==> config.mk <==
export PLATFORM = sky130hd
export DESIGN_NAME = core_boot_loader
export DESIGN_NICKNAME = d
export VERILOG_FILES = /design/src/rtl/core_pkg.sv /design/src/rtl/run_counter.sv /design/src/rtl/core_boot_loader.sv
export SDC_FILE = /design/constraint.sdc
export NUM_CORES = 1
export LEC_CHECK = 0
export BUFFER_PORTS_ARGS = -buffer_cell sky130_fd_sc_hd__buf_2
export CAP_MARGIN = 0
export CORE_ASPECT_RATIO = 0.7
export CORE_MARGIN = 4
export CORE_UTILIZATION = 45
export DETAILED_ROUTE_END_ITERATION = 16
export HOLD_SLACK_MARGIN = 0.03
export PLACE_DENSITY = 0.82
export SETUP_SLACK_MARGIN = 0.15
export SYNTH_ARGS = -nofsm -noshare
export SYNTH_HDL_FRONTEND = slang
export SYNTH_SLANG_ARGS = --single-unit
==> constraint.sdc <==
create_clock -name clk -period 4.2 [get_ports clk]
set_input_delay 0.21 -clock clk [delete_from_list [all_inputs] [get_ports clk]]
set_output_delay 0.21 -clock clk [all_outputs]
set_load 0.02 [all_outputs]
==> src/rtl/core_pkg.sv <==
// Shared command opcodes, FSM state encoding and per-state control outputs
// for the core boot loader.
package core_pkg;

  typedef enum logic [1:0] {
    CMD_IMEM_WR = 2'b00,
    CMD_REG_WR  = 2'b01,
    CMD_START   = 2'b10,
    CMD_ABORT   = 2'b11
  } cmd_op_e;

  typedef enum logic [1:0] {
    ST_SETUP = 2'b00,
    ST_ARM   = 2'b01,
    ST_RUN   = 2'b10,
    ST_DONE  = 2'b11
  } state_e;

  typedef struct packed {
    logic setup;
    logic core_rst;
    logic cmd_ready;
    logic done;
  } ctrl_t;

  localparam ctrl_t CTRL_RESET = '{setup: 1'b1, core_rst: 1'b1, cmd_ready: 1'b0, done: 1'b0};

  // Control levels seen by the core while the FSM sits in a given state.
  function automatic ctrl_t state_ctrl(input state_e st);
    ctrl_t c;
    case (st)
      ST_SETUP: c = '{setup: 1'b1, core_rst: 1'b1, cmd_ready: 1'b1, done: 1'b0};
      ST_ARM:   c = '{setup: 1'b0, core_rst: 1'b1, cmd_ready: 1'b0, done: 1'b0};
      ST_RUN:   c = '{setup: 1'b0, core_rst: 1'b0, cmd_ready: 1'b1, done: 1'b0};
      ST_DONE:  c = '{setup: 1'b1, core_rst: 1'b1, cmd_ready: 1'b1, done: 1'b1};
      default:  c = CTRL_RESET;
    endcase
    return c;
  endfunction

endpackage

==> src/rtl/run_counter.sv <==
// Loadable down-counter for the run-cycle budget; saturates at zero and
// flags both zero and the final count of one.
module run_counter #(
  parameter int W = 16
) (
  input  logic         clk,
  input  logic         rst,
  input  logic         load,
  input  logic [W-1:0] load_val,
  input  logic         dec,
  output logic [W-1:0] count,
  output logic         zero,
  output logic         last
);

  logic [W-1:0] count_r;

  // Budget register: load wins over decrement, never wraps below zero.
  always_ff @(posedge clk or posedge rst) begin
    if (rst) begin
      count_r <= {W{1'b0}};
    end else if (load) begin
      count_r <= load_val;
    end else if (dec && (count_r != {W{1'b0}})) begin
      count_r <= count_r - {{(W-1){1'b0}}, 1'b1};
    end else begin
      count_r <= count_r;
    end
  end

  assign count = count_r;
  assign zero  = (count_r == {W{1'b0}});
  assign last  = (count_r == {{(W-1){1'b0}}, 1'b1});

endmodule

==> src/rtl/core_boot_loader.sv <==
// Boot loader: takes commands to fill instruction memory and preload registers,
// then releases the core for a bounded number of cycles.
module core_boot_loader
  import core_pkg::*;
#(
  parameter int XLEN       = 32,
  parameter int IMEM_DEPTH = 64,
  parameter int REG_AW     = 5,
  parameter int CNT_W      = 16
) (
  input  logic              clk,
  input  logic              rst,
  input  logic              cmd_valid,
  output logic              cmd_ready,
  input  logic [1:0]        cmd_op,
  input  logic [XLEN-1:0]   cmd_addr,
  input  logic [XLEN-1:0]   cmd_data,
  output logic              imem_we,
  output logic [XLEN-1:0]   imem_addr,
  output logic [XLEN-1:0]   imem_data,
  output logic              reg_we,
  output logic [REG_AW-1:0] reg_addr,
  output logic [XLEN-1:0]   reg_data,
  output logic              setup,
  output logic              core_rst,
  output logic [XLEN-1:0]   pc_start,
  output logic              done,
  output logic              err,
  output logic [CNT_W-1:0]  cycles_left
);

  localparam logic [XLEN-1:0] IMEM_BYTES = XLEN'(4 * IMEM_DEPTH);

  state_e              state_r;
  state_e              next_state_s;
  ctrl_t               ctrl_r;
  ctrl_t               ctrl_s;
  cmd_op_e             op_s;
  logic                accept_s;
  logic                addr_ok_s;
  logic                reg_idx_nz_s;
  logic                imem_wr_s;
  logic                reg_wr_s;
  logic                start_s;
  logic                err_set_s;
  logic                cnt_dec_s;
  logic                cnt_zero_s;
  logic                cnt_last_s;
  logic                err_r;
  logic                imem_we_r;
  logic [XLEN-1:0]     imem_addr_r;
  logic [XLEN-1:0]     imem_data_r;
  logic                reg_we_r;
  logic [REG_AW-1:0]   reg_addr_r;
  logic [XLEN-1:0]     reg_data_r;
  logic [XLEN-1:0]     pc_start_r;

  assign op_s         = cmd_op_e'(cmd_op);
  assign accept_s     = cmd_valid & ctrl_r.cmd_ready;
  assign addr_ok_s    = (cmd_addr[1:0] == 2'b00) && (cmd_addr < IMEM_BYTES);
  assign reg_idx_nz_s = (cmd_addr[REG_AW-1:0] != {REG_AW{1'b0}});

  run_counter #(.W(CNT_W)) u_run_counter (
    .clk      (clk),
    .rst      (rst),
    .load     (start_s),
    .load_val (cmd_data[CNT_W-1:0]),
    .dec      (cnt_dec_s),
    .count    (cycles_left),
    .zero     (cnt_zero_s),
    .last     (cnt_last_s)
  );

  // Next-state and command decode; control outputs are precomputed from the
  // next state so they can be registered alongside it.
  always_comb begin
    next_state_s = state_r;
    imem_wr_s    = 1'b0;
    reg_wr_s     = 1'b0;
    start_s      = 1'b0;
    err_set_s    = 1'b0;
    cnt_dec_s    = 1'b0;
    case (state_r)
      ST_SETUP, ST_DONE: begin
        if (accept_s) begin
          next_state_s = ST_SETUP;
          case (op_s)
            CMD_IMEM_WR: begin
              imem_wr_s = addr_ok_s;
              err_set_s = ~addr_ok_s;
            end
            CMD_REG_WR: reg_wr_s = reg_idx_nz_s;
            CMD_START: begin
              start_s      = 1'b1;
              next_state_s = ST_ARM;
            end
            CMD_ABORT: next_state_s = ST_SETUP;
            default:   next_state_s = ST_SETUP;
          endcase
        end else begin
          next_state_s = state_r;
        end
      end
      ST_ARM: begin
        if (cnt_zero_s) begin
          next_state_s = ST_DONE;
        end else begin
          next_state_s = ST_RUN;
        end
      end
      ST_RUN: begin
        cnt_dec_s = 1'b1;
        // Anything but ABORT while the core runs is swallowed and flagged.
        err_set_s = accept_s && (op_s != CMD_ABORT);
        if (cnt_last_s || (accept_s && (op_s == CMD_ABORT))) begin
          next_state_s = ST_DONE;
        end else begin
          next_state_s = ST_RUN;
        end
      end
      default: next_state_s = ST_SETUP;
    endcase
    ctrl_s = state_ctrl(next_state_s);
  end

  // State, control outputs and the sticky error flag.
  always_ff @(posedge clk or posedge rst) begin
    if (rst) begin
      state_r <= ST_SETUP;
      ctrl_r  <= CTRL_RESET;
      err_r   <= 1'b0;
    end else begin
      state_r <= next_state_s;
      ctrl_r  <= ctrl_s;
      err_r   <= err_r | err_set_s;
    end
  end

  // Write ports pulse for one cycle; address/data hold their last write.
  always_ff @(posedge clk or posedge rst) begin
    if (rst) begin
      imem_we_r   <= 1'b0;
      imem_addr_r <= {XLEN{1'b0}};
      imem_data_r <= {XLEN{1'b0}};
      reg_we_r    <= 1'b0;
      reg_addr_r  <= {REG_AW{1'b0}};
      reg_data_r  <= {XLEN{1'b0}};
    end else begin
      imem_we_r <= imem_wr_s;
      reg_we_r  <= reg_wr_s;
      if (imem_wr_s) begin
        imem_addr_r <= cmd_addr;
        imem_data_r <= cmd_data;
      end else begin
        imem_addr_r <= imem_addr_r;
        imem_data_r <= imem_data_r;
      end
      if (reg_wr_s) begin
        reg_addr_r <= cmd_addr[REG_AW-1:0];
        reg_data_r <= cmd_data;
      end else begin
        reg_addr_r <= reg_addr_r;
        reg_data_r <= reg_data_r;
      end
    end
  end

  // Start PC captured on an accepted START.
  always_ff @(posedge clk or posedge rst) begin
    if (rst) begin
      pc_start_r <= {XLEN{1'b0}};
    end else if (start_s) begin
      pc_start_r <= cmd_addr;
    end else begin
      pc_start_r <= pc_start_r;
    end
  end

  assign cmd_ready = ctrl_r.cmd_ready;
  assign setup     = ctrl_r.setup;
  assign core_rst  = ctrl_r.core_rst;
  assign done      = ctrl_r.done;
  assign err       = err_r;
  assign imem_we   = imem_we_r;
  assign imem_addr = imem_addr_r;
  assign imem_data = imem_data_r;
  assign reg_we    = reg_we_r;
  assign reg_addr  = reg_addr_r;
  assign reg_data  = reg_data_r;
  assign pc_start  = pc_start_r;

endmodule
==> key figures, run 1 <==
Run status
  – Outcome: complete, no violations

Worst setup path
  – Worst setup EP type: register
  – R2R Path End: reg_data[9]$_DFFE_PP0P_
  – CP max stage delay: 0.77 ns
  – WP data required: approximately 4.5 ns
  – Buf/Inv on CP: 1
  – Worst EP arrival: approximately 3.4 ns
  – Critical path class: reg2reg
  – Critical-path cell list: inv_1, ha_1, nand3_1, nor3b_1, nand2_2, mux2_2
  – Worst reg-to-reg path cell count: 6
  – R2R Path Start: state_r[0]$_DFF_PP0_
  – Flop2flop setup slack: ~1.1 ns
  – Crit-path leading delay family: simple AND/OR/NAND/NOR gates
  – Crit-path max FO: 38
  – Worst path slowest cell: nand2_2
  – CP startpoint kind: register

Drt
  – Pre-antenna DRT Iters: 4
  – WL per Instance: 16.8 um
  – Routed WL: between 15000 and 20000 um
  – Drt initial violations: 186
  – ANT nets after route: 0
  – Routed vias/inst: 5.05
  – Via count: between 4k and 5k
  – DR DRC count: 0

Pwr
  – Maximum VDD drop: a little over 0.4 mV
  – Switching Fraction: 0.384
  – Clock Power Share: 0.270
  – Combinational power share: 0.335
  – Leakage Power: between 4 and 5 nW
  – P_int: ~3.5 mW
  – Flop pwr share: 0.395
  – Pwr dens: ~670 nW/um^2
  – Switching pwr: around 2.2 mW

Synth
  – Synth Area in XOR/XNOR: 0.0125
  – Post-synth top area share: 0.620
  – Post-Synth Simple-Gate Area: 0.156
  – Ys async rst share: 1.00
  – Post-Syn Area: 6300 sq um
  – Yosys reg bits: ~160
  – Post-synthesis cell count: around 520
  – Post-Synthesis Net Count: between 500 and 600
  – Portion of netlist area occupied by mux cells: 0.128
  – Area contributors post-synth: dfrtp_1, mux2_2, nand2_1, nor2b_1, ha_1
  – Library cells used by synthesis: 45
  – Syn. warnings: 0
  – Sequential share of the synthesized area: 0.628
  – Adder-cell share of the synthesized area: 0.0139
  – Largest area contributor in the netlist: dfrtp_1
  – Post-synthesis compound-gate area fraction: 0.0364
  – Most common cell in the netlist: dfrtp_1
  – Main synth FF type: dfrtp_1
  – Largest family of logic cells by synthesized area: simple AND/OR/NAND/NOR gates
  – Post-synth EDFFs: 0
  – Syn_area_per_cell: 12.1 sq um
  – Most frequent cells after synthesis: dfrtp_1, nand2_1, mux2_2

Layout
  – # diodes: 0
  – Area Overhead vs Synth: 36.9%
  – Non-Filler Cell Area, Final: between 8000 and 9000 sq um
  – Final Non-Filler Cells: a little under 1k
  – NumNets Final: about 860
  – Fraction of layout cells with a size suffix above 1: 0.432

STA
  – Relative slew slack: 0.238
  – Setup TNS: 0 ns
  – Least-Margin Pin Slew: roughly 1.1 ns
  – Max Slew Vio Count: 0
  – Clock skew: ~0.010 ns
  – Fin. Hold Viols: 0
  – Clock period minus worst slack: approximately 3 ns
  – Max Clk Rate: between 0.3 and 0.4 GHz
  – Setup violators final: 0
  – Fin crit share: 0.733
  – RSZ-0062 raised after global routing: no

Run
  – # Max-Cap Violations: 0

Place
  – RePlAce Congestion: 0.785
  – Port Buffers: around 220
  – Post-DP HPWL: between 10000 and 15000 um
  – DP Area: around 7600 sq um
  – Dpl cells: slightly above 900

Global routing
  – GRT Total Usage: 0.209
  – Initial antenna violation count: 1
  – Largest net degree at the start of global routing: between 150 and 200
  – Grt ovf: 0
  – Global-route wire length before repair: ~26000 um
  – Vias in the first global route: ~5.0k

Floorplanning
  – Initial Utilization: 0.468
  – Die Height: approximately 110 um
  – Full die area: around 16000 sq um
  – FP Rows: 35
  – Total core area: approximately 13000 sq um
  – Ports: ~230
  – Die Span X: approximately 150 um

Clock tree
  – CTS Buf Count: 17
  – Clk root buf: clkbuf_16
  – CTS tree: built
  – CTS clk-pin slew, worst paths: ~0.07 ns
  – Clock Latency Late Sink: 0.41 ns
  – Sink Count: about 160
  – CTS H-tree depth: 4
  – Max Root-Sink Buffers: 2

Min path
  – HP Class: in2async
==> how the worst max path moves through the flow <==
stage	depth (start not counted)	from	slack, ns	end
finish	6	state_r[0]$_DFF_PP0_	1.12	reg_data[9]$_DFFE_PP0P_
global route	6	state_r[0]$_DFF_PP0_	0.94	reg_data[9]$_DFFE_PP0P_
CTS	6	state_r[0]$_DFF_PP0_	1.03	reg_data[5]$_DFFE_PP0P_
detailed placement	6	state_r[0]$_DFF_PP0_	1.04	reg_data[9]$_DFFE_PP0P_
global placement	6	state_r[0]$_DFF_PP0_	1.18	reg_data[7]$_DFFE_PP0P_
floorplan	7	u_run_counter.count[13]$_DFFE_PP0P_	1.79	cmd_ready$_DFF_PP0_
==> sequential cells by signal (all words and copies together) (netlist names), 2 cells and up <==
name and cells:
imem_addr 32, state_r 2, u_run_counter.count 16, pc_start 32, reg_data 32, reg_addr 5
imem_data 32
==> power groups by stage <==
stage               logic [mW]  registers [mW]  clock network (mW)
floorplan                0.661            2.81                   0
detailed placement        1.90            2.29                   0
finish                    1.93            2.27                1.56
CTS                       1.94            2.27                1.60
global route              2.10            2.33                1.67
global placement          1.86            2.28                   0
==> final cells by class <==
cell class	count	area (sq um)
Timing Repair Buffer	269	1570
Inverter	10	41.3
Sequential cell	158	3960
Clock buffer	17	425
Multi-Input combinational cell	329	2200
Fill cell	1021	4820
Tap cell	185	231
Clock inverter	15	190
==> routing by layer <==
| metal | vias up | track usage | wire length, um | share of wire |
|---|---|---|---|---|
| met4 | 2 | 0.0614 | 206 | 0.012 |
| met2 | 222 | 0.338 | 7790 | 0.47 |
| met5 | - | 0 | 13 | 0.00079 |
| met1 | 2432 | 0.270 | 6810 | 0.41 |
| li1 | 2289 | - | - | - |
| met3 | 23 | 0.0689 | 1690 | 0.10 |
==> layout by cell type, fill, tap and decap left out, drive strengths merged, types with 3 or more instances in the layout <==
cell type / count
buf: 228
dfrtp: 156
nand2: 120
mux2: 70
dlygate4sd3: 41
nor2b: 29
nor2: 18
clkbuf: 17
inv: 16
o21ai: 12
nor4: 10
xor2: 7
ha: 7
clkinv: 7
nand3: 6
a21oi: 6
nand4: 4
a31oi: 4
or3b: 3
o211ai: 3
a22o: 3
or3: 3
==> cells by family after synthesis <==
group,Yosys count
DFF,158
adders and majority gates,7
and+or+nand+nor,206
muxes,72
xor gates and xnor gates,9
AOI/OAI and AO/OA,35
buffers and inverters,34
==> worst register-to-register path: cells and delay by family, from the launching register on <==
| kind | cells | cell delay [ns] |
|---|---|---|
| adders and majority gates | 1 | 0.32 |
| buffers and inverters | 1 | 0.05 |
| DFF | 1 | 0.37 |
| muxes | 1 | 0.54 |
| and+or+nand+nor | 3 | 1.69 |
==> stage by stage <==
stage               power, mW  hold slack (ns)  utilization  setup slack [ns]
global placement         4.13            0.424        0.565              1.18
detailed placement       4.19            0.430        0.565              1.04
floorplan                3.47            0.315            -              1.79
global route             6.09           0.0424        0.641             0.943
finish                   5.76           0.0293        0.641              1.12
CTS                      5.80           0.0315        0.641              1.03
==> repair_timing <==
item / 4_1_cts / 5_1_grt
resized for setup: 0 / 0
endpoints found under the hold margin: 49 / 0
setup endpoints to repair: 0 / 0
hold buffers: 41 / 0
setup buffers: 0 / 0
Note: power is estimated with default switching activity, not from simulation.
==> run 2, diff against run 1 <==
ABC_AREA = 1   (was unset)
PLACE_DENSITY = 0.81   (was 0.82)
clock period = 2.8 ns   (was 4.2 ns; I/O delays follow)
==> key figures, run 2 <==
Worst setup path
  – WP data required: 3.10 ns (-1.39 ns)
  – Critical path class: reg2reg
  – CP startpoint kind: register
  – CP endpoint: imem_addr[12]$_DFFE_PP0P_
  – Crit-path max FO: 27 (-29%)
  – Worst EP arrival: 2.50 ns (-0.87 ns)
  – Worst reg-to-reg path cell count: 7 (+1)
  – R2R Path Start: state_r[0]$_DFF_PP0_
  – CP Launch Point: state_r[0]$_DFF_PP0_
  – R2R Path End: imem_addr[12]$_DFFE_PP0P_
  – Worst setup EP type: register
  – Flop2flop setup slack: 0.60 ns (-0.52 ns)

Floorplanning
  – Full die area: 17000 sq um (+6.1%)
  – Initial Utilization: 0.459 (-0.00980)
  – Total core area: 14600 sq um (+8.8%)
  – Ports: 225 (unchanged)
  – Die Span X: 154 um (+3.0%)
  – FP Rows: 37 (+5.7%)
  – Die Height: 110 um (+3.0%)

Global routing
  – Layer with the highest usage: met2
  – Met2 global-route usage: 0.361 (+0.0231)
  – Grt ovf: 0 (unchanged)
  – M1 GR Usage: 0.299 (+0.0287)
  – Largest net degree at the start of global routing: 77 (-52%)
  – M3 GR Usage: 0.0648 (-0.00410)
  – Global-route wire length before repair: 30000 um (+14%)
  – Initial antenna violation count: 0 (-1)
  – Vias in the first global route: 5838 (+17%)
  – GRT Total Usage: 0.222 (+0.0130)

Synth
  – Syn. warnings: 0 (unchanged)
  – Most common cell in the netlist: nand2_1
  – Library cells used by synthesis: 34 (-24%)
  – Area contributors post-synth: dfrtp_1, nand2_1, inv_1, o21ai_1, nor2_1
  – Post-synth top area share: 0.582 (-0.0380)
  – Main synth FF type: dfrtp_1
  – Post-Syn Area: 6710 sq um (+6.5%)
  – Ys async rst share: 1.00 (unchanged)
  – Syn_area_per_cell: 9.05 sq um (-25%)
  – Sequential share of the synthesized area: 0.590 (-0.0385)
  – Post-Synthesis Net Count: 817 (+37%)
  – Most frequent cells after synthesis: nand2_1, dfrtp_1, inv_1
  – Yosys reg bits: 158 (unchanged)
  – Largest area contributor in the netlist: dfrtp_1
  – Post-synthesis cell count: 741 (+42%)
  – Post-synth EDFFs: 0 (unchanged)

Run status
  – Outcome: complete, no violations

Pwr
  – Pwr dens: 983 nW/um^2 (+47%)
  – Leakage Power: 5.07 nW (+10%)
  – Maximum VDD drop: 0.687 mV (+71%)

STA
  – Fin. Hold Viols: 0 (unchanged)
  – Least-Margin Pin Slew: 0.861 ns (-0.282 ns)
  – Max Clk Rate: 0.454 GHz (+40%)
  – Setup violators final: 0 (unchanged)
  – Fin crit share: 0.786 (+0.0530)
  – Clock period minus worst slack: 2.20 ns (-0.878 ns)
  – Max Slew Vio Count: 0 (unchanged)
  – Clock skew: 0.0108 ns (+0.000368 ns)
  – RSZ-0062 raised after global routing: no
  – Setup TNS: 0 ns (unchanged)
  – Relative slew slack: 0.426 (+0.188)

Layout
  – Fillers: 1166 (+14%)
  – Most frequent cells in the layout: nand2_1, buf_2, dfrtp_1, inv_1, o21ai_1
  – NumNets Final: 1095 (+27%)
  – Non-Filler Cell Area, Final: 9100 sq um (+5.6%)
  – # diodes: 0 (unchanged)
  – Area Overhead vs Synth: 35.7%
  – Commonest non-fill, non-tap cell in the layout: nand2_1
  – Fraction of layout cells with a size suffix above 1: 0.299 (-0.133)

Place
  – Post-DP HPWL: 12700 um (+16%)
  – RePlAce Congestion: 0.834 (+6.3%)
  – Port Buffers: 224 (unchanged)
  – DP Area: 7930 sq um (+4.4%)

Clock tree
  – Clock Latency Late Sink: 0.41 ns (about the same)
  – Post-cts resize count: 0 (unchanged)
  – Hold_buf cts: 56 (+37%)
  – Sink Count: 158 (unchanged)
  – CTS tree: built
  – CTS Buf Count: 17 (unchanged)
  – CTS clk-pin slew, worst paths: 0.07 ns (about the same)
  – Setup bufs post-CTS: 0 (unchanged)
  – Clk root buf: clkbuf_16
  – CTS H-tree depth: 4 (unchanged)
  – Max Root-Sink Buffers: 2 (unchanged)

Drt
  – Routed vias/inst: 4.79 (-5.2%)
  – WL per Instance: 15.2 um (-9.6%)
  – DR DRC count: 0 (unchanged)
  – Via count: 5879 (+18%)
  – Pre-antenna DRT Iters: 5 (+1)
  – Routed WL: 18600 um (+13%)
  – ANT nets after route: 0 (unchanged)
  – Drt initial violations: 386 (+110%)

Run
  – # Max-Cap Violations: 0 (unchanged)

Min path
  – HP Class: in2reg
## run 2: cell types whose count changed in the layout (fill, tap and decap cells not counted), moves of 19 or more
cell | previous run | this run
mux2_2 | 70 | 0
o21ai_0 | 11 | 30
nor2b_1 | 29 | 0
nor2_1 | 18 | 57
nand2_1 | 119 | 228
o21ai_1 | 0 | 59
inv_1 | 9 | 93
## run 2: where the power goes
group	internal [mW]	total [mW]	switching, mW
logic	1.09	3.26	2.17
registers	2.91	3.33	0.419
clock network	1.29	2.35	1.06
total	5.29	8.94	3.65
## run 2: through the flow
step                      instances  setup slack, ns  utilization  power, mW  hold WS, ns
after floorplan                 741            0.661            -       5.48        0.257
after global placement         1139            0.806        0.542       6.44        0.311
after detailed placement       1139            0.751        0.542       6.56        0.311
after CTS                      1227            0.735        0.622       8.99       0.0310
after global routing           1227            0.506        0.622       9.53       0.0520
final                          1227            0.598        0.622       8.94       0.0473
## run 2: worst min path at each step
stage | from | to | slack (ns) | cells past startpoint
after global routing | cmd_addr[3] | pc_start[3]$_DFFE_PP0P_ | 0.05 | 3
after CTS | cmd_addr[4] | pc_start[4]$_DFFE_PP0P_ | 0.03 | 3
after global placement | rst | imem_addr[4]$_DFFE_PP0P_ | 0.31 | 2
final | cmd_addr[4] | pc_start[4]$_DFFE_PP0P_ | 0.05 | 3
after floorplan | cmd_addr[10] | pc_start[10]$_DFFE_PP0P_ | 0.26 | 2
after detailed placement | rst | imem_addr[4]$_DFFE_PP0P_ | 0.31 | 2
## run 2: kinds of logic after synthesis
kind of cell / Yosys count / synth area share
AND/OR/NAND/NOR: 333 / 0.206
adder cells (fa/ha/maj): 7 / 0.0131
AO/OA/AOI/OAI: 111 / 0.0944
XOR/XNOR: 4 / 0.00522
flip-flops: 158 / 0.590
buffers and inverters: 128 / 0.0914
## run 2: cell type report
cell class	instances	area, sq um	share of cell area
flip-flops and latches	158	3960	0.435
multi-input cells	455	2150	0.236
inverters	100	382	0.0419
clock inverters	15	188	0.0206
clock buffers	17	425	0.0467
repair buffers	287	1760	0.193
well taps	195	244	0.0268
## run 2: critical path, stage by stage, from the launching register on
cell,delay (ns)
dfrtp_1,0.36
inv_1,0.06
ha_1,0.33
nand3_1,0.11
nor2_1,0.07
nand3_4,0.09
clkinv_1,0.60
nor2_1,0.44
## run 2: routing by layer
metal,vias up,share of wire
met3,21,0.082
met1,2778,0.44
met2,228,0.46
li1,2852,-
met5,-,0
met4,0,0.011
==> run 3, diff against run 2 <==
PLACE_DENSITY = 0.79   (was 0.81)
clock period = 2.1 ns   (was 2.8 ns; I/O delays follow)
==> key figures, run 3 (synthesis results as in run 2) <==
Run status
  – Outcome: complete, no violations

Global routing
  – Initial antenna violation count: 1 (+1)
  – Vias in the first global route: 5889 (+0.87%)
  – GRT Total Usage: 0.227 (+0.00549)
  – Global-route wire length before repair: 30500 um (+2.0%)
  – Largest net degree at the start of global routing: 88 (+14%)
  – Grt ovf: 0 (unchanged)

Place
  – Port Buffers: 224 (unchanged)
  – RePlAce Congestion: 0.903 (+8.2%)
  – Pre-CTS WS: 0.228 ns (-0.523 ns)
  – Post-DP HPWL: 12700 um (-0.26%)

Floorplanning
  – Initial Utilization: 0.459 (unchanged)
  – Total core area: 14600 sq um (unchanged)
  – FP Rows: 37 (unchanged)
  – Full die area: 17000 sq um (unchanged)
  – Ports: 225 (unchanged)
  – Die Span X: 154 um (unchanged)
  – Die Height: 110 um (unchanged)

Clock tree
  – CTS Buf Count: 17 (unchanged)
  – CTS clk-pin slew, worst paths: 0.06 ns (about the same)
  – Sink Count: 158 (unchanged)
  – Clk root buf: clkbuf_16
  – CTS H-tree depth: 4 (unchanged)
  – Max Root-Sink Buffers: 2 (unchanged)
  – Clock Latency Late Sink: 0.42 ns (about the same)
  – CTS tree: built

Worst setup path
  – CP startpoint kind: register
  – Worst EP arrival: 2.13 ns (-0.37 ns)
  – Buf/Inv on CP: 1 (-1)
  – Worst path slowest cell: dfrtp_1
  – Worst setup EP type: register
  – Crit-path max FO: 10 (-63%)
  – CP max stage delay: 0.43 ns (-0.17 ns)
  – Critical-path cell list: inv_1, ha_2, nand2_1, nor2_4, nand2_2, a21oi_4, nand2_1, nand3_1
  – Flop2flop setup slack: 0.31 ns (-0.28 ns)
  – Crit-path leading delay family: simple AND/OR/NAND/NOR gates
  – CP most frequent cell: nand2_1
  – Critical path class: reg2reg
  – WP data required: 2.45 ns (-0.65 ns)

Pwr
  – Maximum VDD drop: 0.784 mV (+14%)
  – Leakage Power: 5.15 nW (+1.6%)
  – Pwr dens: 1290 nW/um^2 (+31%)

Drt
  – ANT nets after route: 0 (unchanged)
  – DR DRC count: 0 (unchanged)
  – Routed WL: 19200 um (+3.2%)
  – WL per Instance: 15.4 um (+1.6%)
  – Pre-antenna DRT Iters: 4 (-1)
  – Routed vias/inst: 4.80 (+0.27%)
  – Drt initial violations: 330 (-15%)
  – Via count: 5986 (+1.8%)

STA
  – Setup TNS: 0 ns (unchanged)
  – Max Clk Rate: 0.560 GHz (+23%)
  – RSZ-0062 raised after global routing: no
  – Worst Setup Slack, final: 0.314 ns (-0.284 ns)
  – Fin crit share: 0.850 (+0.0640)
  – Relative slew slack: 0.619 (+0.193)
  – Fin. Hold Viols: 0 (unchanged)
  – Clock period minus worst slack: 1.79 ns (-0.416 ns)
  – Least-Margin Pin Slew: 0.566 ns (-0.295 ns)
  – Final hold slack: 0.162 ns (+0.115 ns)
  – Max Slew Vio Count: 0 (unchanged)
  – Setup violators final: 0 (unchanged)
  – Clock skew: 0.0123 ns (+0.00147 ns)

Layout
  – Most frequent cells in the layout: nand2_1, buf_2, dfrtp_1, inv_1, dlygate4sd3_1
  – Area Overhead vs Synth: 38.5%
  – Final core utilization: 0.635 (+0.0131)
  – Commonest non-fill, non-tap cell in the layout: nand2_1
  – Fraction of layout cells with a size suffix above 1: 0.304 (+0.00439)
  – NumNets Final: 1113 (+1.6%)

Min path
  – HP Class: in2reg

Run
  – # Max-Cap Violations: 0 (unchanged)
## run 3: what timing repair did
item	in CTS	in global routing
hold buffers	65	0
gates resized for setup	0	3
setup buffers	0	5
hold endpoints to repair	268	0
endpoints found under the setup margin	0	49
## run 3: layout make-up
type	instances	area, sq um
Timing Repair Buffer	305	1960
Clock buffer	17	425
Multi-Input combinational cell	455	2160
Clock inverter	15	170
Tap cell	195	244
Fill cell	1147	5330
Antenna cell	1	2.50
Inverter	100	382
Sequential cell	158	3960
## run 3: path summary, 6_finish.rpt
| path | endpoint | from | cells after the start |
|---|---|---|---|
| setup / recovery | u_run_counter.count[10]$_DFFE_PP0P_ | u_run_counter.count[0]$_DFFE_PP0P_ | 8 |
| hold / removal | err$_DFF_PP0_ | cmd_valid | 5 |
| setup reg to reg | u_run_counter.count[10]$_DFFE_PP0P_ | u_run_counter.count[0]$_DFFE_PP0P_ | 8 |
| hold reg to reg | reg_data[7]$_DFFE_PP0P_ | reg_data[7]$_DFFE_PP0P_ | 2 |
| max in group asynchronous | core_rst$_DFF_PP1_ | rst | 4 |
| min in group asynchronous | imem_data[28]$_DFFE_PP0P_ | rst | 4 |
## run 3: where the power goes
group,switching [mW],internal [mW]
logic,2.94,1.48
clock network,1.39,1.70
registers,0.576,3.88
## run 3: tightest hold or removal path, stage by stage
cell     delay (ns)
buf_2          0.10
nand2_1        0.17
nor2_1         0.06
nand2_1        0.06
nand2_1        0.05
## run 3: stage by stage
step           instances  power, mW  area, sq um
5_1_grt             1246       12.7         9300
4_1_cts             1240       12.0         9240
2_1_floorplan        741       7.31         6710
3_5_place_dp        1143       8.72         8000
6_report            1246       12.0         9300
3_3_place_gp        1143       8.61         8000
## run 3: layer usage
metal  track usage  up-vias  wire (um)
met5             0        -          0
met4        0.0762        0        413
met3        0.0577       35       1610
met2         0.359      278       8890
met1         0.311     2791       8320
li1              -     2882          -
